## config.mk

```make
export PLATFORM = sky130hd
export DESIGN_NAME = reg_write_arbiter
export DESIGN_NICKNAME = d
export VERILOG_FILES = /design/src/rtl/reg_write_arbiter.sv
export SDC_FILE = /design/constraint.sdc
export NUM_CORES = 1
export LEC_CHECK = 0
export CAP_MARGIN = 15
export CORE_MARGIN = 2
export CORE_UTILIZATION = 33
export DETAILED_ROUTE_END_ITERATION = 12
export PLACE_DENSITY = 0.78
export SYNTH_ARGS = -nofsm -noshare
export SYNTH_HDL_FRONTEND = slang
export SYNTH_SLANG_ARGS = --single-unit
export TNS_END_PERCENT = 50
```

## constraint.sdc

```tcl
create_clock -name clk -period 1.5 [get_ports clk]
set_input_delay 0.3 -clock clk [delete_from_list [all_inputs] [get_ports clk]]
set_output_delay 0.3 -clock clk [all_outputs]
set_load 0.1 [all_outputs]
```

## src/rtl/reg_write_arbiter.sv

```systemverilog
// Round-robin arbiter plus IDLE/GRANT sequencer sharing one n-bit register among R requesters.
// Optional ARB_LOCK_EN: a locked winner may keep the grant for up to MAX_LOCK consecutive writes.
module reg_write_arbiter #(
    parameter int n        = 16,
    parameter int R        = 4,
    parameter int MAX_LOCK = 8
) (
    input  logic           clk,
    input  logic           rst,
    input  logic [R-1:0]   req,
    input  logic [R*n-1:0] in0,
    input  logic [R-1:0]   lock,
    output logic [R-1:0]   gnt,
    output logic [R-1:0]   ack,
    output logic [n-1:0]   out0,
    output logic           busy
);
    localparam int PW = (R > 1) ? $clog2(R) : 1;

    typedef enum logic {IDLE, GRANT} state_t;

    state_t        state;
    logic [PW-1:0] ptr;
    logic [PW-1:0] w;
    logic [PW-1:0] win;
    logic [PW-1:0] idx;
    logic          win_vld;
    logic [n-1:0]  slice [R];

    for (genvar i = 0; i < R; i++) begin : g_slice
        assign slice[i] = in0[i*n +: n];
    end

    function automatic logic [PW-1:0] rr_idx(input logic [PW-1:0] base, input int k);
        int s;
        s = int'(base) + k;
        if (s >= R) s = s - R;
        return PW'(s);
    endfunction

    // Scan from the farthest offset down so the requester closest to ptr wins.
    always_comb begin
        win     = '0;
        win_vld = 1'b0;
        idx     = '0;
        for (int k = R - 1; k >= 0; k--) begin
            idx = rr_idx(ptr, k);
            if (req[idx]) begin
                win     = idx;
                win_vld = 1'b1;
            end
        end
    end

`ifdef ARB_LOCK_EN
    localparam int CW = (MAX_LOCK > 1) ? $clog2(MAX_LOCK) : 1;
    logic [CW-1:0] lcnt;
    logic          hold;
    assign hold = req[w] && lock[w] && (lcnt < CW'(MAX_LOCK - 1));
`else
    logic unused_lock;
    assign unused_lock = ^lock;
`endif

    always_ff @(posedge clk) begin
        if (rst) begin
            state <= IDLE;
            ptr   <= '0;
            w     <= '0;
            gnt   <= '0;
            ack   <= '0;
            out0  <= '0;
            busy  <= 1'b0;
`ifdef ARB_LOCK_EN
            lcnt  <= '0;
`endif
        end else begin
            ack <= '0;
            case (state)
                IDLE: begin
                    if (win_vld) begin
                        w     <= win;
                        gnt   <= {{(R-1){1'b0}}, 1'b1} << win;
                        state <= GRANT;
                        busy  <= 1'b1;
                    end
                end
                GRANT: begin
                    // A withdrawn requester loses its slot without writing.
                    if (req[w]) begin
                        out0 <= slice[w];
                        ack  <= gnt;
                    end
`ifdef ARB_LOCK_EN
                    if (hold) begin
                        lcnt <= lcnt + 1'b1;
                    end else begin
                        lcnt  <= '0;
                        ptr   <= (w == PW'(R - 1)) ? '0 : w + 1'b1;
                        gnt   <= '0;
                        state <= IDLE;
                        busy  <= 1'b0;
                    end
`else
                    ptr   <= (w == PW'(R - 1)) ? '0 : w + 1'b1;
                    gnt   <= '0;
                    state <= IDLE;
                    busy  <= 1'b0;
`endif
                end
                default: state <= IDLE;
            endcase
        end
    end
endmodule

```

# --- After elaboration in Yosys (flattened, before gate mapping) ---
# Index checks and enable logic that the tools add are counted.
totals:
  word_cells: 66
  ff_bits: 30
  inputBits: 74
  output_inout_bits: 25
classes:
  add_sub_neg: 8
  n_lt_le_gt_ge: 10
  shifts: 1
  bitwise: 3
  mux: 32
  n_reduce_logical: 3
  n_eq_ne: 2
ops:
  columns: ["op", "n"]
  rows:
  - ["$bmux W16 S2", 1]
  - ["$mux W16", 2]
  - ["$mux W2", 9]
  - ["$lt A2 B3 Y1 const B", 5]
  - ["$ge A3 B3 Y1 const B", 4]
  - ["$mux W1", 11]
  - ["$bmux W1 S2", 5]
  - ["$pmux W4 S2", 1]
  - ["$sub A2 B1 Y2 const B", 4]
  - ["$add A2 B2 Y3 const B", 2]
  - ["$mux W4", 1]
  - ["$pmux W1 S2", 2]
  - ["$reduce_and A2 Y1", 2]
  - ["$shl A1 B2 Y4 const A", 1]
  - ["$add A2 B1 Y3 const B", 1]
  - ["$ge A2 B3 Y1 const B", 1]
  - ["$not A2 Y3", 1]
  - ["$reduce_or A3 Y1", 1]
  - ["$add A2 B1 Y2 const B", 1]
  - ["$eq A2 B2 Y1 const B", 1]
  - ["$ne A2 B2 Y1 const B", 1]
  - ["$not A1 Y1", 2]

# --- Depth between registers and ports, before layout ---
# Gate-level depths: netlist (run 1).
logic_depth:
  ltp_word: 12
  mapped_depth: 6
  ltp_nobuf: 4

# --- Worst setup path before layout (run 1) ---
# No wires, ideal clock.
synth_path:
  path_kind: "flip-flop to flip-flop"
  start: "reg w[1]"
  end: "reg out0[10]"
  path_slack_ns: -0.120
  arrival_time_ns: 1.492
  setup_time_ns: 0.128
  required_ns: 1.372
  period_less_slack_ns: 1.620
  stages_incl_launch_ff: 7
  cell_sequence: "dfxtp_1 buf_6 mux4_2 nand2_4 buf_12 mux2i_1 nor2_1"
synth_via:
  elab_chain_cells: 4
  elab_cells_between_ends: 7
  classes_between: "mux: 5; bitwise: 1; reduce/logical: 1"
synth_lines:
  columns: ["element", "line_no", "rtl"]
  rows:
  - ["from (decl)", "24", "logic [PW-1:0] w;"]
  - ["from (signal assigned)", "82", "w <= win;"]
  - ["$not A2 Y3 (not written as such)", "91", "out0 <= slice[w];"]
  - ["$bmux W16 S2", "91", null]
  - ["$mux W16 (not written as such) (2 in series)", "91", null]
  - ["to (signal assigned)", "91", null]
  - ["to (decl)", "15", "output logic [n-1:0] out0,"]
# Parallel ways exist; a longest one is shown, timed or not. The select of a mux whose other input is x is not followed.
# A chain may end at the register's enable or synchronous reset.

# --- Final worst setup path (run 1) ---
layout_path:
  start: "reg w[1]"
  end: "reg out0[6]"
# Same word-level chain as after synthesis.

==> flow_summary_export.csv, run 1 <==
group,metric,value,unit
routing,wl_met2,2490,um
run_status,outcome,"finished, violations left",
global_routing,grt_overflow,0,
place,hpwlAfterDp,3710,um
place,routabilityCongestion,0.792,
critical_path,cp-end-kind,"flip-flop",
sta,rsz0062_at_grt,"yes",
sta,skew,0.00948,ns
power,vdd_drop_max,0.539,mV
run_status,violations,"negative setup slack",
flow_run,drv_cap,0,
worst_hold_path,min_path_type,"flip-flop to flip-flop",
yosys,synth_top_area_cell,"dfxtp_1",
sta,slew_viol_final,0,
global_routing,antenna_found_initial,0,
floorplan,ios,99,
clock_tree,cts_root_buf,"clkbuf_8",
floorplan,die_area,5300,um^2
layout,most-common-layout-cells,"clkdlybuf4s50_1, dfxtp_1, buf_12",
yosys,yosysWarningCount,0,
sta,finalSetupViolations,18,
routing,met3_length,443,um
routing,antenna_left,0,
yosys,synthCells,133,
layout,finalCoreUtilization,66.0,%
routing,drt_pass1_iterations,4,
critical_path,required,1.67,ns
routing,vias_per_cell,5.12,
clock_tree,cts_tree,"yes",
worst_hold_path,hp-start,"gnt[1]",
clock_tree,cts_buffers,5,
yosys,ys_ff_latch,30,
global_routing,grt_pass1_wl,7040,um
floorplan,die_x,72.8,um
yosys,yosysSeqAreaShare,38.4,%
global_routing,grt_max_degree,19,
yosys,netlist_area,1560,um^2
layout,nFillCells,371,
clock_tree,clk_latency,0.28,ns
yosys,synth_nets,208,
place,port_buffers,94,
sta,fmax,644,MHz
global_routing,grt_util_all_layers,17.4,%
critical_path,arrival,1.72,ns
routing,drcViolationCount,0,
critical_path,worstReg2RegEnd,"out0[6]",
power,power_per_cell_area,876,nW/um^2
routing,top_layer_used,"met4",
sta,tightest_slew,0.399,ns
clock_tree,cts_max_path_buffers,2,
layout,drive_above_1_share,29.1,%
floorplan,fp-row-count,25,
layout,fin_nets,318,
sta,relSlewSlack,73.4,%
floorplan,initial_core_util,33.8,%
routing,wl_per_cell,15.5,um
critical_path,r2r_start,"w[1]",
layout,num_antenna_cells,0,
worst_hold_path,whs_endpoint,"ack[1]",
yosys,synth.top_cells.by_area,"dfxtp_1, mux4_2, mux2i_1, nor2_1, mux4_1",
layout,layout_commonest_cell,"clkdlybuf4s50_1",
power,leakage,1.26,nW
sta,hold_violations,0,
critical_path,path_max_fanout,5,
clock_tree,path_clk_slew,0.07,ns
routing,drt-total-wl,4620,um
power,power,0.00268,W
floorplan,coreArea,4630,um^2
clock_tree,htree_levels,2,
sta,setup_ws,-0.0520,ns
worst_hold_path,hold_path_depth,1,
yosys,synthDominantCellAreaShare,38.4,%
routing,dr_total_vias,1525,
global_routing,grt_pass1_vias,1531,
critical_path,start_kind,"flip-flop",
sta,timing.final.crit_share,103,%
place,place_ws,-0.499,ns
layout,area_growth,95.5,%
yosys,syn_avg_cell_area,11.7,um^2
routing,drtIter0Drc,34,
sta,finalCriticalPeriod,1.55,ns
yosys,synth_cell_types,33,
critical_path,path_class,"flip-flop to flip-flop",
critical_path,rr_worst_depth,4,
critical_path,reg2reg_setup_slack,-0.05,ns
clock_tree,cts_num_sinks,30,
routing,wl_met1,1650,um
floorplan,die_h,72.8,um
-- cell families (layout without fill, tap and decap cells) --
kind of cell / after synthesis / count (layout) / share of synthesized area [%]
mux: 36 / 36 / 37.4
flops: 30 / 30 / 38.4
fa+ha+maj: 1 / 1 / 0.801
compound gates: 15 / 15 / 6.65
simple gates: 42 / 44 / 12.7
buf+inv: 9 / 118 / 4.08
-- metrics by stage --
stage / cell area, um^2 / setup TNS, ns / std cells / hold WS, ns
global route: 3060 / -1.53 / 298 / 0.556
finish: 3060 / -0.613 / 298 / 0.535
detailed placement: 2890 / -12.15 / 288 / 0.524
global placement: 2890 / -10.60 / 288 / 0.516
floorplan: 1560 / -1.00 / 133 / 0.403
CTS: 3030 / -0.788 / 298 / 0.535
-- flip-flops by register name, summed over array words and instances (netlist names) --
signal and cells:
out0 16, w 2, ack 4, gnt 4, ptr 2, busy 1
state 1
-- how the worst max path moves through the flow --
stage          slack, ns  cells past startpoint  startpoint        to
6_report           -0.05                      4        w[1]   out0[6]
3_5_place_dp       -0.50                      5      req[0]  out0[12]
3_3_place_gp       -0.42                      5      req[0]  out0[15]
4_1_cts            -0.07                      4        w[1]   out0[2]
2_1_floorplan      -0.10                      6        w[1]  out0[10]
5_1_grt            -0.12                      4        w[1]  out0[10]
-- layout make-up --
type	count	area [um^2]	area share [%]
Timing Repair Buffer	109	1320	43.0
Sequential cell	30	607	19.9
Clock buffer	5	68.8	2.25
Tap cell	54	67.6	2.21
Clock inverter	3	40.0	1.31
Inverter	1	3.75	0.123
Multi-Input combinational cell	96	953	31.2
-- cell usage after synthesis (all sizes together) --
cell type	instances
a21o	1
nor2b	1
mux2i	19
nand3	4
or4	1
buf	6
or3	1
o21a	2
o21bai	1
o41ai	2
o21ai	2
nor4	1
nor3	1
inv	1
o22ai	1
nand2b	2
ha	1
and2	4
o211ai	1
a21oi	2
dfxtp	30
nor2	24
clkbuf	2
mux4	17
o31ai	2
a21boi	1
nand2	3
-- routing by layer --
metal	vias up	global-route usage, %
met5	-	0
met4	0	4.32
met3	5	6.49
met2	75	33.0
met1	721	17.9
li1	724	-
-- worst max-delay path: stages (launching register included) --
cell and delay (ns):
dfxtp_2 0.35, mux4_2 0.65, nand2_8 0.16, mux2i_1 0.21, nor2_1 0.06
-- power by group --
| group | switching [W] | internal, W | leakage (nW) |
|---|---|---|---|
| Clock | 0.000302 | 0.000488 | 0.0579 |
| Sequential | 0.0000641 | 0.000847 | 0.246 |
| Combinational | 0.000484 | 0.000491 | 0.956 |
| Total | 0.000850 | 0.00183 | 1.26 |
-- repair_timing --
item / CTS / global route
buffers inserted: 0 / 0
endpoints found under the setup margin: 26 / 22
hold buffers: 0 / 0
resized for setup: 9 / 5
pin swaps: 0 / 1
gates cloned: 2 / 0
(Power assumes the default switching activity.)
==> run 2: changes to the inputs <==
--- a/config.mk
+++ b/config.mk
@@ -9,7 +9,9 @@
 export CORE_MARGIN = 2
 export CORE_UTILIZATION = 33
 export DETAILED_ROUTE_END_ITERATION = 12
+export HOLD_SLACK_MARGIN = 0.06
 export PLACE_DENSITY = 0.78
+export REMOVE_ABC_BUFFERS = 1
 export SYNTH_ARGS = -nofsm -noshare
 export SYNTH_HDL_FRONTEND = slang
 export SYNTH_SLANG_ARGS = --single-unit
==> flow_summary_export.csv, run 2 (synthesis results as in run 1) <==
group,metric,value,unit
run_status,outcome,"finished, violations left",
run_status,violations,"negative setup slack",
floorplan,fp-row-count,25,
layout,area_growth,95.7,%
routing,drcViolationCount,0,
critical_path,required,1.66,ns
place,port_buffers,94,
routing,drt_pass1_iterations,4,
routing,drtIter0Drc,63,
floorplan,initial_core_util,33.8,%
clock_tree,clk_latency,0.27,ns
critical_path,start_kind,"flip-flop",
place,placed_cells,294,
worst_hold_path,min_path_type,"flip-flop to flip-flop",
clock_tree,cts_max_path_buffers,2,
worst_hold_path,whs_endpoint,"busy",
global_routing,grt_util_all_layers,17.6,%
sta,setup_ws,-0.0277,ns
clock_tree,cts_buffers,5,
worst_hold_path,hold_path_depth,1,
power,power,0.00255,W
flow_run,drv_cap,0,
clock_tree,hold_buffers,0,
sta,tightest_slew,0.304,ns
critical_path,worstReg2RegEnd,"out0[5]",
sta,hold_violations,0,
routing,drt-total-wl,4660,um
routing,dr_total_vias,1516,
power,vdd_drop_max,0.434,mV
global_routing,grt_pass1_wl,7190,um
critical_path,rr_worst_depth,5,
sta,skew,0.00538,ns
layout,reg_top3,"out0 x16, ack x4, gnt x4",
clock_tree,path_clk_slew,0.06,ns
clock_tree,cts_num_sinks,30,
critical_path,path_max_fanout,7,
layout,multi_input_area,918,um^2
worst_hold_path,hp-start,"busy",
sta,finalSetupViolations,1,
place,hpwlAfterDp,3670,um
floorplan,coreArea,4630,um^2
critical_path,r2r_start,"w[1]",
layout,regMostFlops,"out0",
routing,antenna_left,0,
place,routabilityCongestion,0.750,
critical_path,arrival,1.69,ns
clock_tree,cts_tree,"yes",
layout,num_antenna_cells,0,
critical_path,reg2reg_setup_slack,-0.03,ns
global_routing,grt_pass1_vias,1563,
layout,seq_area,604,um^2
global_routing,antenna_found_initial,0,
routing,met3_length,335,um
sta,relSlewSlack,79.5,%
layout,largest_reg_flops,16,
routing,wl_met2,2470,um
floorplan,ios,99,
routing,wl_met1,1780,um
floorplan,die_h,72.8,um
routing,top_layer_used,"met4",
routing,wl_per_cell,15.4,um
layout,drive_above_1_share,30.2,%
layout,layout_commonest_cell,"clkdlybuf4s50_1",
clock_tree,cts_root_buf,"clkbuf_8",
routing,vias_per_cell,5.02,
power,power_per_cell_area,835,nW/um^2
layout,layout.cells.non_filler,302,
sta,finalCriticalPeriod,1.53,ns
sta,slew_viol_final,0,
floorplan,die_x,72.8,um
critical_path,cp-end-kind,"flip-flop",
layout,most-common-layout-cells,"clkdlybuf4s50_1, dfxtp_1, buf_12",
sta,timing.final.crit_share,102,%
global_routing,grt_overflow,0,
critical_path,path_class,"flip-flop to flip-flop",
clock_tree,htree_levels,2,
floorplan,die_area,5300,um^2
global_routing,grt_max_degree,19,
layout,nFillCells,351,
layout,fin_nets,322,
sta,rsz0062_at_grt,"yes",
sta,fmax,655,MHz
power,leakage,1.27,nW
==> run 2: worst max path at each step <==
| stage | start | end | depth (start not counted) | slack, ns |
|---|---|---|---|---|
| finish | w[1] | out0[5] | 5 | -0.03 |
| global route | w[1] | out0[5] | 5 | -0.07 |
| CTS | w[1] | out0[5] | 5 | -0.03 |
| detailed placement | req[0] | out0[5] | 6 | -0.51 |
| global placement | req[0] | out0[4] | 6 | -0.42 |
| floorplan | w[0] | out0[0] | 4 | -0.44 |
==> run 2: per-stage QoR <==
| stage | util (%) | hold slack (ns) | setup WS, ns | instance area [um^2] | setup TNS [ns] |
|---|---|---|---|---|---|
| global placement | 63.6 | 0.518 | -0.423 | 2940 | -10.70 |
| CTS | 65.7 | 0.534 | -0.0328 | 3040 | -0.0328 |
| floorplan | - | 0.369 | -0.444 | 1500 | -8.90 |
| finish | 66.1 | 0.534 | -0.0277 | 3060 | -0.0277 |
| global route | 66.1 | 0.547 | -0.0673 | 3060 | -0.271 |
| detailed placement | 63.6 | 0.524 | -0.506 | 2940 | -11.65 |
==> run 2: critical path, stage by stage (launching register included) <==
cell	delay, ns
dfxtp_2	0.33
mux4_2	0.53
nand2_4	0.12
buf_12	0.13
mux2i_2	0.22
nor2_1	0.07
==> run 2: cell type report <==
type | count | share of cell area [%]
Inverter | 1 | 0.123
Clock buffer | 7 | 2.82
Timing Repair Buffer | 115 | 44.9
Tap cell | 54 | 2.21
Clock inverter | 1 | 0.164
Sequential cell | 30 | 19.8
Multi-Input combinational cell | 94 | 30.0
==> run 2: timing repair <==
action                                  in CTS  in global routing
hold endpoints to repair                     0                  0
pin swaps                                    2                  3
gates resized for setup                      8                  5
endpoints found under the setup margin      26                 16
setup buffers                                0                  0
==> run 2: power breakdown <==
| group | switching, W | internal [W] | leakage, nW |
|---|---|---|---|
| Combinational | 0.000483 | 0.000512 | 0.975 |
| Sequential | 0.0000559 | 0.000848 | 0.246 |
| Clock | 0.000283 | 0.000369 | 0.0482 |
| Total | 0.000822 | 0.00173 | 1.27 |
==> run 2: metal layers <==
layer | track usage, % | up-vias
met4 | 5.97 | 0
met1 | 19.5 | 710
met2 | 32.4 | 71
met5 | 0 | -
met3 | 4.70 | 6
li1 | - | 729
==> run 3: changes to the inputs <==
--- a/config.mk
+++ b/config.mk
@@ -8,6 +8,7 @@
 export CAP_MARGIN = 15
 export CORE_MARGIN = 2
 export CORE_UTILIZATION = 33
+export CTS_BUF_LIST = sky130_fd_sc_hd__clkbuf_16
 export DETAILED_ROUTE_END_ITERATION = 12
 export HOLD_SLACK_MARGIN = 0.06
 export PLACE_DENSITY = 0.78
==> flow_summary_export.csv, run 3 (synthesis results as in run 1) <==
group,metric,value,unit
layout,largest_reg_flops,16,
critical_path,cp-end-kind,"flip-flop",
layout,area_growth,98.9,%
flow_run,drv_cap,0,
routing,antenna_left,0,
power,power_per_cell_area,907,nW/um^2
critical_path,start_kind,"flip-flop",
critical_path,required,1.66,ns
critical_path,reg2reg_setup_slack,-0.02,ns
clock_tree,cts_buffers,5,
critical_path,worstReg2RegEnd,"out0[5]",
clock_tree,clk_latency,0.27,ns
routing,vias_per_cell,5.07,
run_status,violations,"negative setup slack",
floorplan,fp-row-count,25,
critical_path,r2r_start,"w[1]",
floorplan,die_h,72.8,um
global_routing,grt_util_all_layers,17.8,%
floorplan,coreArea,4630,um^2
place,port_buffers,94,
clock_tree,cts_tree,"yes",
clock_tree,path_clk_slew,0.05,ns
sta,holdWs,0.532,ns
global_routing,grt_overflow,0,
clock_tree,cts_root_buf,"clkbuf_16",
run_status,outcome,"finished, violations left",
sta,tightest_slew,0.314,ns
routing,drtIter0Drc,44,
routing,drt_pass1_iterations,4,
floorplan,initial_core_util,33.8,%
sta,skew,0.00358,ns
routing,drt-total-wl,4720,um
global_routing,grt_pass1_wl,7280,um
power,vdd_drop_max,0.516,mV
global_routing,antenna_found_initial,0,
global_routing,grt_max_degree,19,
routing,wl_per_cell,15.6,um
place,place_ws,-0.506,ns
layout,drive_above_1_share,30.2,%
sta,rsz0062_at_grt,"yes",
clock_tree,cts_max_path_buffers,2,
sta,relSlewSlack,78.8,%
global_routing,grt_pass1_vias,1587,
routing,dr_total_vias,1530,
layout,fin_nets,322,
power,leakage,1.30,nW
critical_path,path_class,"flip-flop to flip-flop",
layout,reg_top3,"out0 x16, ack x4, gnt x4",
sta,finalSetupViolations,1,
sta,slew_viol_final,0,
sta,finalCriticalPeriod,1.52,ns
critical_path,crit_start,"w[1]",
layout,num_antenna_cells,0,
place,routabilityCongestion,0.750,
sta,fin_tns_setup,-0.0230,ns
floorplan,ios,99,
layout,layout_commonest_cell,"clkdlybuf4s50_1",
sta,hold_violations,0,
critical_path,arrival,1.68,ns
critical_path,crit_end,"out0[5]",
critical_path,path_max_fanout,7,
sta,fmax,657,MHz
worst_hold_path,min_path_type,"flip-flop to flip-flop",
place,hpwlAfterDp,3670,um
floorplan,die_x,72.8,um
layout,most-common-layout-cells,"clkdlybuf4s50_1, dfxtp_1, buf_12",
routing,drcViolationCount,0,
sta,timing.final.crit_share,102,%
clock_tree,htree_levels,2,
clock_tree,cts_num_sinks,30,
clock_tree,hold_buffers,0,
sta,setup_ws,-0.0230,ns
floorplan,die_area,5300,um^2
critical_path,rr_worst_depth,5,
layout,regMostFlops,"out0",
==> run 3: changes by cell type in the layout (fill, tap and decap cells not counted), sizes merged <==
cell and change:
clkbuf -2, clkinv +1, inv +1
==> run 3: what timing repair did <==
action / in CTS / in global routing
endpoints found under the setup margin: 27 / 17
pin swaps: 2 / 2
endpoints found under the hold margin: 0 / 0
setup buffers: 0 / 0
gates resized for setup: 8 / 6
==> run 3: how the worst min path moves through the flow <==
stage	cells after the start	endpoint	slack (ns)	startpoint
5_1_grt	1	ack[3]	0.55	gnt[3]
2_1_floorplan	1	w[1]	0.37	rst
3_5_place_dp	1	busy	0.52	busy
6_report	1	busy	0.53	busy
4_1_cts	1	busy	0.54	busy
3_3_place_gp	2	gnt[3]	0.52	gnt[3]
==> run 3: area by class of cell <==
type                            count  area [um^2]
Clock inverter                      3         12.5
Sequential cell                    30          604
Clock buffer                        5          125
Multi-Input combinational cell     94          922
Tap cell                           54         67.6
Timing Repair Buffer              115         1370
Inverter                            1         3.75
Fill cell                         338         1520
==> run 3: report_power, final <==
part	internal, W	total, W	switching (W)
registers	0.000850	0.000906	0.0000554
logic	0.000511	0.000998	0.000486
clock network	0.000597	0.000915	0.000319
total	0.00196	0.00282	0.000860
==> run 3: routing by layer <==
| layer | GRT usage (%) | part of all wire (%) |
|---|---|---|
| met5 | 0 | 0 |
| met4 | 5.97 | 1.5 |
| met3 | 5.11 | 6.6 |
| met2 | 32.7 | 54 |
| met1 | 19.5 | 37 |
==> run 3: stage by stage <==
| stage | cells | instance area, um^2 | power (W) | util [%] |
|---|---|---|---|---|
| floorplan | 125 | 1500 | 0.00141 | - |
| global placement | 294 | 2940 | 0.00189 | 63.6 |
| detailed placement | 294 | 2940 | 0.00190 | 63.6 |
| CTS | 302 | 3090 | 0.00282 | 66.7 |
| global route | 302 | 3110 | 0.00292 | 67.1 |
| finish | 302 | 3110 | 0.00282 | 67.1 |
==> run 3: worst max-delay path, stage by stage, from the launching register on <==
cell and delay (ns):
dfxtp_2 0.33, mux4_2 0.53, nand2_4 0.12, buf_12 0.13, mux2i_2 0.22, nor2_1 0.07
==> patch, RTL diff (config.mk and constraints of run 1) <==
Change the parameter `R` from 4 to 16.
--- a/src/rtl/reg_write_arbiter.sv
+++ b/src/rtl/reg_write_arbiter.sv
@@ -2,7 +2,7 @@
 // Optional ARB_LOCK_EN: a locked winner may keep the grant for up to MAX_LOCK consecutive writes.
 module reg_write_arbiter #(
     parameter int n        = 16,
-    parameter int R        = 4,
+    parameter int R        = 16,
     parameter int MAX_LOCK = 8
 ) (
     input  logic           clk,
Interface: changed (5 resized); port bits go from 99 to 339. No check against the original RTL was run, so the function may have changed too.
==> patch against run 1 <==
- the run still ends with setup timing left
- combinational power grew to 9.7 times the old value
- non-clock buffer count is 355 higher
- final area grew to 4.0 times the old value
- critical path depth is 6 higher
- sequential cell count is 28 higher
- global-route usage is 11 points higher
- die area grew to 3.9 times the old value
- clock power grew to 3.0 times the old value
- setup slack worse by 1.8 ns
- highest routed layer is now met5
- wire length grew to 6.4 times the old value
- total power grew to 5.1 times the old value
- synthesized area grew to 4.1 times the old value
==> patch: results (changes against run 1) <==
| Metric | Value |
|---|---|
| Final Cell Area | 12200 µm² (was 3060 µm²) |
| Clock Power Share | 17.2% (was 29.5%) |
| Largest net degree at the start of global routing | 37 (was 19) |
| Outcome | complete, but fails checks (unchanged) |
| Setup violators final | 54 (was 18) |
| Failing checks | setup timing (unchanged) |
| Worst-Skew Late Latency | 0.34 ns (was 0.28 ns) |
| Drt wl/cell | 23.3 µm (was 15.5 µm) |
| Clk_skew | 0.00723 ns (was 0.00948 ns) |
| First-pass GRT wire length | 42.4 mm (was 7.04 mm) |
| Setup WS pre-CTS | -2.03 ns (was -0.499 ns) |
| Top Registers | ack: 16 flops, gnt: 16 flops, out0: 16 flops (was out0: 16 flops, ack: 4 flops, gnt: 4 flops) |
| FF-to-FF Start | ptr[0] (was w[1]) |
| Met2 Resource Use GR | 50.3% (was 33.0%) |
| M3 GR Usage | 5.23% (was 6.49%) |
| Worst setup margin | -1.81 ns (was -0.0520 ns) |
| Signal buf overhead | 41.4% (was 43.0%) |
| Worst setup path end | gnt[12] (was out0[6]) |
| Cell-internal power | 8.28 mW (was 1.83 mW) |
| Peak VDD IR | 0.585 mV (was 0.539 mV) |
| Worst Path Arrival | 3.58 ns (was 1.72 ns) |
| Clkbuf count | 10 (was 5) |
| H-tree depth | 3 (was 2) |
| Synth Area in Adders | 1.55% (was 0.801%) |
| GPL Wtd Cong | 0.966 (was 0.792) |
| Layout cells sized above 1 | 40.8% (was 29.1%) |
| #FFs+latches synth | 58 (was 30) |
| Sequential cell area | 1170 µm² (was 607 µm²) |
[patch: cell count changes in the layout (fill, tap and decap cells not counted), moves of 10 or more]
cell,run 1,this run
nand2_1,2,16
nor2_1,23,45
clkdlybuf4s50_1,65,263
buf_4,13,118
a22o_1,0,16
mux4_2,14,110
mux2_2,0,23
o21ai_0,2,13
and2_1,4,18
a21oi_1,2,13
buf_12,26,62
mux2i_1,19,53
dfxtp_1,27,54
clkbuf_16,0,10
[patch: per-stage QoR]
stage,util (%),cells,hold slack [ns]
after floorplan,-,560,0.534
after global placement,58.9,1225,0.490
after detailed placement,58.9,1225,0.487
after CTS,62.3,1257,0.495
after global routing,63.1,1264,0.508
final,63.1,1264,0.497
[patch: what timing repair did]
action,in CTS,in global routing
gates resized for setup,36,32
buffers inserted,13,5
cloned,3,0
pin swaps,13,10
setup endpoints to repair,54,57
